==> src/rtl/dual_port_ram_fifo_ctrl_if.sv <==
// dual_port_ram_fifo_ctrl_if: producer/consumer handshake and status bundle for the FIFO controller
interface dual_port_ram_fifo_ctrl_if #(parameter int MSB = 8, parameter int addrsize = 8);
  logic                wr_en;
  logic [MSB-1:0]      wdata;
  logic                rd_en;
  logic [MSB-1:0]      rdata;
  logic                full;
  logic                empty;
  logic [addrsize:0]   count;
  modport master (output wr_en, wdata, rd_en, input rdata, full, empty, count);
  modport slave  (input wr_en, wdata, rd_en, output rdata, full, empty, count);
endinterface

==> src/rtl/dual_port_ram_fifo_ctrl.sv <==
// dual_port_ram_fifo_ctrl: FWFT FIFO sequencing an external dual_port_ram; DUAL_PORT_RAM_FIFO_CTRL_ERR_EN adds sticky ovf/udf flags
module dual_port_ram_fifo_ctrl #(
  parameter int MSB      = 8,
  parameter int addrsize = 8
) (
  input  logic                 clk,
  input  logic                 rst_n,
  dual_port_ram_fifo_ctrl_if.slave bus,
  output logic                 ram_we,
  output logic [addrsize-1:0]  ram_wa,
  output logic [MSB-1:0]       ram_wd,
  output logic [addrsize-1:0]  ram_ra,
  input  logic [MSB-1:0]       ram_rd
`ifdef DUAL_PORT_RAM_FIFO_CTRL_ERR_EN
  ,
  input  logic                 err_clr,
  output logic                 ovf,
  output logic                 udf
`endif
);
  logic [addrsize:0] wptr, rptr;
  logic push, pop;
  assign bus.empty = wptr == rptr;
  assign bus.full  = (wptr[addrsize] != rptr[addrsize]) && (wptr[addrsize-1:0] == rptr[addrsize-1:0]);
  assign bus.count = wptr - rptr;
  assign bus.rdata = ram_rd;
  assign push = bus.wr_en & ~bus.full;
  assign pop  = bus.rd_en & ~bus.empty;
  assign ram_we = push & rst_n;
  assign ram_wa = wptr[addrsize-1:0];
  assign ram_wd = bus.wdata;
  assign ram_ra = rptr[addrsize-1:0];
  always_ff @(posedge clk or negedge rst_n)
    if (!rst_n) begin
      wptr <= '0;
      rptr <= '0;
    end else begin
      wptr <= wptr + (addrsize+1)'(push);
      rptr <= rptr + (addrsize+1)'(pop);
    end
`ifdef DUAL_PORT_RAM_FIFO_CTRL_ERR_EN
  always_ff @(posedge clk or negedge rst_n)
    if (!rst_n) begin
      ovf <= 1'b0;
      udf <= 1'b0;
    end else begin
      ovf <= (bus.wr_en & bus.full) | (ovf & ~err_clr);
      udf <= (bus.rd_en & bus.empty) | (udf & ~err_clr);
    end
`endif
endmodule

==> src/flat_wrapper.sv <==
// flat-port wrapper written by rule: the top's interface ports become plain ports
module dual_port_ram_fifo_ctrl_flat 
#(
  parameter int MSB      = 8,
  parameter int addrsize = 8
)
  (clk, rst_n, ram_we, ram_wa, ram_wd, ram_ra, ram_rd, bus_wr_en, bus_wdata, bus_rd_en, bus_rdata, bus_full, bus_empty, bus_count);
  dual_port_ram_fifo_ctrl_if #(.MSB(MSB), .addrsize(addrsize)) bus_i ();
  input  logic clk;
  input  logic rst_n;
  output logic ram_we;
  output logic [addrsize-1:0] ram_wa;
  output logic [MSB-1:0] ram_wd;
  output logic [addrsize-1:0] ram_ra;
  input  logic [MSB-1:0] ram_rd;
  input wire logic [$bits(bus_i.wr_en)-1:0] bus_wr_en;
  input wire logic [$bits(bus_i.wdata)-1:0] bus_wdata;
  input wire logic [$bits(bus_i.rd_en)-1:0] bus_rd_en;
  output wire logic [$bits(bus_i.rdata)-1:0] bus_rdata;
  output wire logic [$bits(bus_i.full)-1:0] bus_full;
  output wire logic [$bits(bus_i.empty)-1:0] bus_empty;
  output wire logic [$bits(bus_i.count)-1:0] bus_count;
  assign bus_i.wr_en = bus_wr_en;
  assign bus_i.wdata = bus_wdata;
  assign bus_i.rd_en = bus_rd_en;
  assign bus_rdata = bus_i.rdata;
  assign bus_full = bus_i.full;
  assign bus_empty = bus_i.empty;
  assign bus_count = bus_i.count;
  dual_port_ram_fifo_ctrl #(.MSB(MSB), .addrsize(addrsize)) u_core (.clk(clk), .rst_n(rst_n), .bus(bus_i), .ram_we(ram_we), .ram_wa(ram_wa), .ram_wd(ram_wd), .ram_ra(ram_ra), .ram_rd(ram_rd));
endmodule
==> config.mk <==
export PLATFORM = sky130hd
export DESIGN_NAME = dual_port_ram_fifo_ctrl_flat
export DESIGN_NICKNAME = d
export VERILOG_FILES = /design/src/rtl/dual_port_ram_fifo_ctrl_if.sv /design/src/rtl/dual_port_ram_fifo_ctrl.sv /design/src/flat_wrapper.sv
export SDC_FILE = /design/constraint.sdc
export NUM_CORES = 1
export LEC_CHECK = 0
export CORE_ASPECT_RATIO = 1.4
export CORE_MARGIN = 2
export CORE_UTILIZATION = 45
export CTS_CLUSTER_DIAMETER = 60
export CTS_CLUSTER_SIZE = 16
export DETAILED_ROUTE_END_ITERATION = 10
export PLACE_DENSITY = 0.84
export SLEW_MARGIN = 40
export SYNTH_ARGS = -nofsm -noshare
export SYNTH_HDL_FRONTEND = slang
export SYNTH_SLANG_ARGS = --single-unit
==> constraint.sdc <==
create_clock -name clk -period 5.8 [get_ports clk]
set_input_delay 1.16 -clock clk [delete_from_list [all_inputs] [get_ports clk]]
set_output_delay 1.16 -clock clk [all_outputs]
set_load 0.02 [all_outputs]
==> results.ini, run 1 <==
[pwr]
power_frac_seq=0.200
power.total_mw=1.26
clock_power_share=0.066
p_int_mw=0.658
netSwitchingFraction=0.480
p_per_area_mw_per_mm2=792
combPwrFrac=0.734
p_switching_mw=0.606
power.leakage_nw=0.732
ir_drop_mv=0.451

[flow_run]
cap_viol_max_count=0

[drt]
vias=1062
drc=0
drtAntennaViolNets=0
postRouteWirelength_mm=2.81
initialDrtViolationCount=31
wire_per_inst_um=14.1
first_pass_iters=4
vias_per_cell=5.34

[global_routing]
grt_overflow=0
grt_use_total=0.159
grt_pass1_vias=1079
grt_first_pass_wirelength_mm=4.50
antenna_found_initial=0
grt_max_degree=20

[hold_path]
min_path_cells=1
hold_class=flop to flop

[critical_path]
end_kind=output pin
worstPathArrival_ns=2.75
crit_path_max_fanout=3
crit_type=flop to output pin
cp.required_ns=4.64
reg2reg_depth=11
r2r_slack_ns=3.21
start_kind=flop

[floorplan]
fp.dieH_um=71.1
start_util=0.467
core_mm2=0.00309
core.rowCount=24
die_x_um=51.9
die-area_mm2=0.00369
io_pins=64

[place]
post-dp-hpwl_mm=2.32
port_buffers=31
pre_cts_ws_ns=1.62
place_area_mm2=0.00156
gp_congestion=0.750

[final_layout]
postLayoutCellArea_mm2=0.00160
fillerInstances=267
multiInputGateArea_um2=697
utilization=0.516
nets=195
syn_to_final_growth_pct=10.4
register_area_um2=450
antennaDiodeCount=0
layout-drive-gt1-share=0.0563

[clocking]
clock_sinks=18
numCtsBuffers=3
postCtsSetupRepairBufs=0
htreeDepth=1
ctsHoldBuffers=0
clk_pin_slew_worst_paths_ns=0.06
clockBufferDepth=2
worstSkewPairLatency_ns=0.25
cts_resized=0
root_buffer=clkbuf_8
cts_tree=built

[yosys]
syn_inst=159
yosysTopAreaCell=dfrtp_1
synth-async-reset-ratio=1.00
seq_area_frac_synth=0.312
ys_warn_count=0
synth_top_area_share=0.312
synth_seq_cells=18
synthTopCellsByCount=buf_4 (32), dfrtp_1 (18), inv_1 (13), xnor2_1 (13)
synth_area_leaders=dfrtp_1 (31%), buf_4 (17%), ha_1 (10%)
ys_types=35
syn-num-nets=192
synth_flop_cell=dfrtp_1
yosysMostFrequentCell=buf_4
synth-edff-count=0
syn_area_per_cell_um2=9.09
syn_area_mm2=0.00145

[timing]
hold_violations=0
worstMarginPinSlew_ns=0.447
max_freq_ghz=0.256
report.final.setup_viol=0
finalCriticalPeriod_ns=3.91
post-route-period-util=0.675
skew_ns=0.00195
slew_headroom=0.701
rsz0062_at_grt=no
timing.final.ws_setup_ns=1.89
fin_setup_tns_ns=0
finalMaxSlewViolations=0

[run_status]
status=finished clean

## layer usage
| layer | wire [um] | vias to the layer above | track usage |
|---|---|---|---|
| met2 | 1540 | 33 | 0.287 |
| met3 | 113 | 10 | 0.0127 |
| li1 | - | 509 | - |
| met1 | 1060 | 510 | 0.169 |
| met5 | 0 | - | 0 |
| met4 | 102 | 0 | 0.102 |
## per-stage QoR
stage               hold slack [ns]  cells
finish                        0.498    199
global route                  0.526    199
CTS                           0.503    199
detailed placement            0.490    196
global placement              0.481    196
floorplan                     0.464    159
## layout make-up
type / count / share of cell area
tap: 39 / 0.0306
timing repair buffer: 31 / 0.191
sequential: 18 / 0.282
clock buffer: 3 / 0.0259
inverter: 14 / 0.0329
multi-input combinational: 94 / 0.437
## flip-flops by register name, indices dropped and copies added, names as in the netlist
signal	count
u_core.wptr	9
u_core.rptr	9
## cells in the final DEF, fill, tap and decap left out, types with 2 or more instances in the layout
cell type / Yosys / routed
xor2_1: 4 / 4
nor4_1: 2 / 2
xnor2_1: 13 / 13
nand3_1: 7 / 7
mux2i_1: 2 / 2
a221oi_1: 2 / 2
nor3_1: 6 / 6
ha_1: 12 / 12
clkbuf_8: 0 / 3
clkdlybuf4s50_1: 0 / 30
dfrtp_1: 18 / 18
nand2_1: 6 / 6
nor2b_1: 3 / 3
a21oi_1: 3 / 3
a211oi_1: 2 / 2
nand4_1: 4 / 4
inv_1: 13 / 13
nor2_1: 12 / 12
## power by group through the flow
stage / sequential [mW] / clock (mW) / combinational, mW
after detailed placement: 0.254 / 0 / 0.929
final: 0.252 / 0.0836 / 0.928
after CTS: 0.252 / 0.0842 / 0.933
after floorplan: 0.233 / 0 / 0.665
after global routing: 0.261 / 0.0922 / 1.01
after global placement: 0.248 / 0 / 0.899
## final timing paths
check                                from              to
max                        u_core.wptr[0]    bus_count[8]
min                        u_core.rptr[6]  u_core.rptr[6]
max reg2reg                u_core.wptr[5]  u_core.wptr[8]
min reg2reg                u_core.rptr[6]  u_core.rptr[6]
max in group asynchronous           rst_n  u_core.rptr[5]
min in group asynchronous           rst_n  u_core.wptr[0]
## logic make-up (layout without fill, tap and decap cells)
logic type / after synthesis / after routing / share of synthesized area
flip-flops: 18 / 18 / 0.312
buffers and inverters: 47 / 48 / 0.206
multiplexers: 2 / 2 / 0.0139
AND/OR/NAND/NOR: 47 / 47 / 0.167
adder cells (fa/ha/maj): 13 / 13 / 0.118
AO/OA/AOI/OAI: 15 / 15 / 0.0805
XOR/XNOR: 17 / 17 / 0.103
## critical path: stages, from the launching register on
cell	delay, ns
dfrtp_1	0.37
inv_1	0.05
ha_1	0.22
fa_1	0.42
nand2b_1	0.22
a211oi_1	0.37
mux2i_1	0.22
nand2_1	0.08
clkdlybuf4s50_1	0.55
Power figures use the tool's default switching activity.
==> run 2: changes to the inputs <==
CORE_UTILIZATION = 38   (was 45)
PLACE_DENSITY = 0.76   (was 0.84)
clock period = 3.2 ns   (was 5.8 ns; I/O delays follow)
==> results.ini, run 2 (same netlist as run 1, synthesis figures left out) <==
[clocking]
numCtsBuffers=3  ; unchanged
clockBufferDepth=2  ; unchanged
root_buffer=clkbuf_8
ctsHoldBuffers=0  ; unchanged
worstSkewPairLatency_ns=0.26  ; about the same
cts_tree=built
clk_pin_slew_worst_paths_ns=0.07  ; about the same
htreeDepth=1  ; unchanged
clock_sinks=18  ; unchanged

[global_routing]
antenna_found_initial=0  ; unchanged
grt_max_degree=19  ; -5.0%
grt_overflow=0  ; unchanged
grt_first_pass_wirelength_mm=4.50  ; unchanged
grt_pass1_vias=1023  ; -5.2%
grt_use_total=0.130  ; -0.0291

[final_layout]
antennaDiodeCount=0  ; unchanged
layout-drive-gt1-share=0.104  ; +0.0480
syn_to_final_growth_pct=14.4
layout.cells.most_common_list=clkdlybuf4s50_1 (28), dfrtp_1 (18), inv_1 (13), xnor2_1 (13), nor2_1 (12)
top_regs=u_core.rptr: 9 flops, u_core.wptr: 9 flops
nets=197  ; +1.0%
fin_cells=205  ; +3.0%
layout_commonest_cell=clkdlybuf4s50_1

[flow_run]
cap_viol_max_count=0  ; unchanged

[drt]
drtAntennaViolNets=0  ; unchanged
vias_per_cell=5.04  ; -5.6%
dr.max_layer_used=met4
vias=1033  ; -2.7%
wire_per_inst_um=13.3  ; -5.9%
postRouteWirelength_mm=2.72  ; -3.1%
wl_met3_um=99  ; -12%
dr_wl_met2_mm=1.48  ; -3.8%
drc=0  ; unchanged
initialDrtViolationCount=19  ; -39%
first_pass_iters=4  ; unchanged
wl_met1_mm=1.08  ; +1.9%

[floorplan]
core.rowCount=26  ; +8.3%
io_pins=64  ; unchanged
die_x_um=56.1  ; +8.1%
start_util=0.397  ; -0.0706
fp.dieH_um=77.0  ; +8.3%
core_mm2=0.00364  ; +18%
die-area_mm2=0.00432  ; +17%

[critical_path]
worstPathArrival_ns=2.42  ; -0.33 ns
rr_endpoint=u_core.wptr[8]
cp_slowest_cell=fa_1
reg2reg_from=u_core.wptr[5]
cp.required_ns=2.56  ; -2.08 ns
reg2reg_depth=11  ; unchanged
crit_path_max_fanout=3  ; unchanged
crit_buf_inv=2  ; unchanged
slowest_delay_ns=0.41  ; -0.14 ns
crit_chain=inv_1, ha_1, fa_1, nand2b_2, a211oi_4, nor4_1, a311o_1, clkbuf_2
start_kind=flop
crit_family=adder cells
crit_type=flop to output pin
r2r_slack_ns=0.64  ; -2.57 ns
end_kind=output pin

[timing]
rsz0062_at_grt=yes
fin_setup_tns_ns=0  ; unchanged
report.final.setup_viol=0  ; unchanged
holdWs_ns=0.495  ; -0.00307 ns
slew_headroom=0.710  ; +0.00903
post-route-period-util=0.956
finalMaxSlewViolations=0  ; unchanged
finalCriticalPeriod_ns=3.06
worstMarginPinSlew_ns=0.434  ; -0.0135 ns
hold_violations=0  ; unchanged
skew_ns=0.00172  ; -0.000224 ns
max_freq_ghz=0.327

[place]
post-dp-hpwl_mm=2.15  ; -7.2%
gp_congestion=0.789  ; +5.2%
dp_cells=200  ; +2.0%
port_buffers=31  ; unchanged

[run_status]
status=finished clean

[hold_path]
hold_path_end=u_core.rptr[8]
hold_start=u_core.rptr[8]
hold_class=flop to flop
min_path_cells=1  ; unchanged

[run 2: cell types whose count changed in the layout (fill, tap and decap cells not counted), sizes merged]
cell / change
clkdlybuf4s50: -2
dlymetal6s2s: +1
dlygate4sd2: +1
clkbuf: +2
buf: +1
[run 2: worst max-delay path by stage]
stage | depth (start not counted) | slack [ns] | startpoint | end
final | 8 | 0.14 | u_core.wptr[0] | bus_count[6]
after detailed placement | 8 | 0.14 | u_core.wptr[0] | bus_count[6]
after global placement | 8 | 0.16 | u_core.wptr[0] | bus_count[6]
after floorplan | 13 | 0.62 | u_core.rptr[5] | u_core.wptr[8]
after global routing | 7 | -0.01 | u_core.rptr[2] | bus_count[5]
after CTS | 5 | 0.01 | u_core.wptr[5] | bus_full
[run 2: timing repair]
item                       4_1_cts  5_1_grt
setup buffers                    0        1
setup endpoints to repair        2        6
pin swaps                        0        1
gates resized for setup          3        9
[run 2: cell type report]
type / instances / area [um^2]
Fill cell: 375 / 1990
Multi-Input combinational cell: 94 / 721
Sequential cell: 18 / 450
Clock buffer: 4 / 55.1
Timing Repair Buffer: 33 / 322
Tap cell: 42 / 52.6
Inverter: 14 / 52.6
[run 2: per-layer routing]
metal	GRT usage	up-vias
met1	0.145	495
met3	0.0101	7
met5	0	-
met4	0.0643	0
li1	-	512
met2	0.240	19
[run 2: per-stage QoR]
stage / utilization / setup slack, ns / area [um^2]
detailed placement: 0.431 / 0.142 / 1570
floorplan: - / 0.622 / 1450
global route: 0.454 / -0.0101 / 1650
finish: 0.454 / 0.142 / 1650
CTS: 0.447 / 0.0102 / 1630
global placement: 0.431 / 0.163 / 1570
Power of run 2 is not shown: default switching activity piles up to over one toggle a cycle in this logic, so the estimate is an artifact.
